<file path="config.mk">
export PLATFORM = sky130hd
export DESIGN_NAME = prog_loader
export DESIGN_NICKNAME = d
export VERILOG_FILES = /design/src/rtl/prog_loader.sv
export SDC_FILE = /design/constraint.sdc
export NUM_CORES = 1
export LEC_CHECK = 0
export CAP_MARGIN = 20
export CELL_PAD_IN_SITES_DETAIL_PLACEMENT = 2
export CELL_PAD_IN_SITES_GLOBAL_PLACEMENT = 2
export CORE_MARGIN = 2
export CORE_UTILIZATION = 35
export CTS_CLUSTER_DIAMETER = 30
export DETAILED_ROUTE_END_ITERATION = 8
export HOLD_SLACK_MARGIN = 0.12
export MAX_ROUTING_LAYER = met4
export PLACE_DENSITY = 0.79
export SLEW_MARGIN = 10
export SYNTH_ARGS = -nofsm -noshare
export SYNTH_HDL_FRONTEND = slang
export SYNTH_SLANG_ARGS = --single-unit
</file>
<file path="constraint.sdc">
create_clock -name clk -period 2.3 [get_ports clk]
set_input_delay 0.46 -clock clk [delete_from_list [all_inputs] [get_ports clk]]
set_output_delay 0.46 -clock clk [all_outputs]
set_load 0.02 [all_outputs]
</file>
<file path="src/rtl/prog_loader.sv">
// Byte-stream program loader.
// Receives a framed program image (length, big-endian words, XOR checksum)
// over a valid/ready byte interface, writes each assembled word into
// instruction memory and keeps the core held until the image verifies.
module prog_loader #(
   parameter int DATA_W    = 32,
   parameter int ADDR_W    = 8,
   parameter int MAX_WORDS = 256
) (
   input  logic              clk,
   input  logic              reset,
   input  logic              start,
   input  logic              s_valid,
   input  logic [7:0]        s_data,
   output logic              s_ready,
   output logic              imem_we,
   output logic [ADDR_W-1:0] imem_addr,
   output logic [DATA_W-1:0] imem_wdata,
   output logic              cpu_hold,
   output logic              busy,
   output logic              done,
   output logic              err,
   output logic [15:0]       words_loaded
);

   localparam int BPW = DATA_W / 8;
   localparam int BCW = (BPW > 1) ? $clog2(BPW) : 1;
   localparam logic [BCW-1:0] LAST_BYTE = BCW'(BPW - 1);
   localparam logic [16:0] MAX_LEN = 17'(MAX_WORDS);

   typedef enum logic [2:0] {
      IDLE,
      LEN_HI,
      LEN_LO,
      DATA,
      CSUM,
      DONE,
      ERR
   } state_t;

   state_t            state;
   logic [7:0]        len_hi;
   logic [15:0]       len;
   logic [7:0]        csum;
   logic [BCW-1:0]    byte_cnt;
   logic [DATA_W-1:0] asm_word;

   logic              xfer;
   logic [DATA_W-1:0] next_word;
   logic [16:0]       len_rx;

   // A byte moves only when both sides agree; words assemble MSB-first.
   assign xfer      = s_valid & s_ready;
   assign next_word = (asm_word << 8) | DATA_W'(s_data);
   assign len_rx    = {1'b0, len_hi, s_data};

   // Frame-parsing FSM with all outputs registered; words_loaded doubles as
   // the index of the next word to write since it steps with each strobe.
   always_ff @(posedge clk or negedge reset) begin
      if (!reset) begin
         state        <= IDLE;
         s_ready      <= 1'b0;
         imem_we      <= 1'b0;
         imem_addr    <= '0;
         imem_wdata   <= '0;
         cpu_hold     <= 1'b1;
         busy         <= 1'b0;
         done         <= 1'b0;
         err          <= 1'b0;
         words_loaded <= '0;
         len_hi       <= '0;
         len          <= '0;
         csum         <= '0;
         byte_cnt     <= '0;
         asm_word     <= '0;
      end else begin
         imem_we <= 1'b0;
         case (state)
            IDLE, DONE, ERR: begin
               if (start) begin
                  state        <= LEN_HI;
                  s_ready      <= 1'b1;
                  busy         <= 1'b1;
                  cpu_hold     <= 1'b1;
                  done         <= 1'b0;
                  err          <= 1'b0;
                  words_loaded <= '0;
                  csum         <= '0;
                  byte_cnt     <= '0;
               end
            end
            LEN_HI: begin
               if (xfer) begin
                  len_hi <= s_data;
                  csum   <= csum ^ s_data;
                  state  <= LEN_LO;
               end
            end
            LEN_LO: begin
               if (xfer) begin
                  len  <= len_rx[15:0];
                  csum <= csum ^ s_data;
                  if (len_rx > MAX_LEN) begin
                     state    <= ERR;
                     s_ready  <= 1'b0;
                     busy     <= 1'b0;
                     err      <= 1'b1;
                     cpu_hold <= 1'b1;
                  end else if (len_rx == 17'd0) begin
                     state <= CSUM;
                  end else begin
                     state <= DATA;
                  end
               end
            end
            DATA: begin
               if (xfer) begin
                  csum     <= csum ^ s_data;
                  asm_word <= next_word;
                  if (byte_cnt == LAST_BYTE) begin
                     byte_cnt     <= '0;
                     imem_we      <= 1'b1;
                     imem_addr    <= ADDR_W'(words_loaded);
                     imem_wdata   <= next_word;
                     words_loaded <= words_loaded + 16'd1;
                     if (words_loaded + 16'd1 == len) begin
                        state <= CSUM;
                     end
                  end else begin
                     byte_cnt <= byte_cnt + 1'b1;
                  end
               end
            end
            CSUM: begin
               if (xfer) begin
                  s_ready <= 1'b0;
                  busy    <= 1'b0;
                  if (s_data == csum) begin
                     state    <= DONE;
                     done     <= 1'b1;
                     cpu_hold <= 1'b0;
                  end else begin
                     state    <= ERR;
                     err      <= 1'b1;
                     cpu_hold <= 1'b1;
                  end
               end
            end
            default: state <= IDLE;
         endcase
      end
   end

endmodule

</file>
==> results.sh <==
export IMPL_layout_commonest_cell="nand2_1"
export IMPL_syn_nets=608
export IMPL_crit_fanout=4
export IMPL_cp_arrival_ps=2510
export IMPL_crit_path_start_kind="flop"
export IMPL_worstMarginPinSlew_ps=739.8
export IMPL_numCtsBuffers=17
export IMPL_fp_dieArea_um2=17960
export IMPL_dp_hpwl_mm=13.83
export IMPL_grt_total_usage=0.2576
export IMPL_crit_top_cell="a221oi_2"
export IMPL_clk_pin_slew_ps=60
export IMPL_post_synth_num_cell_types=70
export IMPL_relSlewSlack=0.5062
export IMPL_status="completed"
export IMPL_fin_skew_ps=10.13
export IMPL_grt_pass1_vias=6046
export IMPL_crit_chain="ha_4 > buf_4 > a21o_1 > a221oi_2 > a221oi_2 > a2111oi_2 > and3b_2 > o211ai_1"
export IMPL_post_route_util=0.4794
export IMPL_ys_seq_area_frac=0.5162
export IMPL_p_comb_frac=0.026
export IMPL_slew_viol_final=0
export IMPL_clockBufferDepth=2
export IMPL_nFillCells=1745
export IMPL_powerDensity_nw_per_um2=612.0
export IMPL_switching_power_mw=1.160
export IMPL_drt_wl_total_mm=21.47
export IMPL_num_vias=5155
export IMPL_worst_hold_slack_ps=100.7
export IMPL_yosysTopAreaCell="dfrtp_1"
export IMPL_grt_antenna_before_repair=0
export IMPL_grt_max_degree=123
export IMPL_die_h_um=134.0
export IMPL_htreeDepth=4
export IMPL_root_buffer="clkbuf_16"
export IMPL_synth_top_area_frac=0.5117
export IMPL_ir_worst_vdd_mv=0.5151
export IMPL_ff2ff_setup_slack_ps=80
export IMPL_end_kind="flop"
export IMPL_clk_latency_ps=430
export IMPL_p_clk_frac=0.533
export IMPL_seq_area_um2=3060
export IMPL_switching_share=0.2385
export IMPL_synth_main_ff_cell="dfrtp_1"
export IMPL_setup_viol=0
export IMPL_multi_input_area_um2=2719
export IMPL_syn_area_um2=5917
export IMPL_drt_iter0_drc=217
export IMPL_grt_pass1_wl_mm=34.19
export IMPL_grt_overflow=0
export IMPL_critPathKind="reg -> reg"
export IMPL_crit_cells=8
export IMPL_worstRegToRegCells=8
export IMPL_diodes=0
export IMPL_slowest_delay_ps=440
export IMPL_layout_common_cells="nand2_1 (150), dfrtp_1 (116), buf_4 (72), clkdlybuf4s50_1 (72), mux2_2 (47)"
export IMPL_synth_edf_count=0
export IMPL_io_pins=74
export IMPL_rsz0062_at_grt="yes"
export IMPL_rr_endpoint="state[1]"
export IMPL_clock_sinks=122
export IMPL_final_cells=956
export IMPL_crit_slowest_cell="dfrtp_2"
export IMPL_final_hold_violation_count=0
export IMPL_die_width_um=134.0
export IMPL_area_delta_synth_final_pct=34.36
export IMPL_hp_class="in -> async"
export IMPL_cts_tree="yes"
export IMPL_portBuffers=73
export IMPL_crit_path_start="words_loaded[1]"
export IMPL_drt_pass1_iter_count=4
export IMPL_syn_inst=594
export IMPL_num_rows=47
export IMPL_place_area_um2=7286
export IMPL_ys_seq_elements=122
export IMPL_nets=737
export IMPL_start_util=0.3568
export IMPL_drtAntennaViolNets=0
export IMPL_leakagePower_nw=3.795
export IMPL_path_buf_inv=1
export IMPL_p_int_mw=3.705
export IMPL_place_inst=920
export IMPL_synth_area_per_cell_um2=9.961
export IMPL_period_share=0.9650
export IMPL_coreArea_um2=16580
export IMPL_min_period_ps=2219
export IMPL_async_flop_share=1.000
export IMPL_worstPathRequired_ps=2590
export IMPL_yosysWarnings=0
export IMPL_seqPwrFrac=0.441
export IMPL_timing_rr_start="words_loaded[1]"
export IMPL_crit_path_end="state[1]"
export IMPL_route_detailed_drc=0
export IMPL_gp_congestion=0.8217
export IMPL_vias_per_cell=5.392
export IMPL_drive_above_1_share=0.2500
export IMPL_hold_buffers=0
export IMPL_wire_per_inst_um=22.45
export IMPL_fmax_mhz=450.6
export IMPL_cp_top_family="compound AO/OA/AOI/OAI gates"
export IMPL_design_area_um2=7950
export IMPL_cap_violations=0
export IMPL_synth_area_top_cells="dfrtp_1 (51%), nand2_1 (9.5%), mux2_2 (8.9%)"
[cell usage after synthesis (all sizes together) (11+ instances only)]
cell    count
dfrtp     121
nor4       11
clkbuf     23
nor2b      20
nand3      13
nor2       21
mux2       47
xnor2      11
nand2     150
o21ai      40
buf        13
a21oi      21
[metal layers]
metal,global-route usage,wire length [µm],vias up
met1,0.2887,8735,2683
met3,0.04082,496,41
met2,0.4604,11670,103
li1,-,-,2328
met5,-,0,-
met4,0.1018,561,0
[kinds of logic (layout without fill, tap and decap cells)]
group / Yosys count / after routing / share of synthesized area
mux: 48 / 48 / 0.09114
buf+inv: 45 / 187 / 0.03573
flops: 122 / 122 / 0.5162
simple gates: 254 / 254 / 0.2106
compound gates: 105 / 105 / 0.1155
xor+xnor: 18 / 18 / 0.02664
fa+ha+maj: 2 / 2 / 0.004229
[state kept, by name, indices dropped and copies added, names as in the netlist]
register and flops:
imem_wdata 32, done 1, busy 1, cpu_hold 1
asm_word 24, state 3, len 16, err 1
byte_cnt 2, words_loaded 16, imem_we 1, len_hi 8
csum 8, imem_addr 8
[cell type report]
| type | count | share of cell area |
|---|---|---|
| repair buffers | 146 | 0.1637 |
| flip-flops and latches | 122 | 0.3850 |
| clock inverters | 14 | 0.01527 |
| multi-input cells | 427 | 0.3420 |
| clock buffers | 18 | 0.05524 |
| inverters | 9 | 0.004249 |
| well taps | 220 | 0.03462 |
[power by group through the flow]
stage	logic, mW	clock network, mW	registers (mW)
2_1_floorplan	0.0135	0	2.19
3_3_place_gp	0.121	0	2.19
3_5_place_dp	0.126	0	2.19
4_1_cts	0.128	2.63	2.15
5_1_grt	0.137	2.72	2.15
6_report	0.125	2.59	2.15
[how the worst min path moves through the flow]
stage | start | to
after floorplan | reset | asm_word[0]
after global placement | asm_word[23] | imem_wdata[31]
after detailed placement | asm_word[20] | imem_wdata[28]
after CTS | reset | imem_wdata[29]
after global routing | reset | imem_wdata[29]
final | reset | imem_wdata[21]
[through the flow]
stage                     setup slack (ps)  total power [mW]  setup TNS (ps)
final                                80.53             4.865               0
after global routing                -34.86             4.998          -101.1
after CTS                            6.252             4.905               0
after detailed placement            -309.4             2.312           -5826
after global placement              -204.3             2.307           -3225
after floorplan                      125.8             2.200               0
[repair_timing]
item / 4_1_cts / 5_1_grt
endpoints found under the setup margin: 18 / 7
pin swaps: 2 / 2
setup buffers: 3 / 1
gates resized for setup: 10 / 12
No activity file was read; power rests on OpenSTA's default activity.
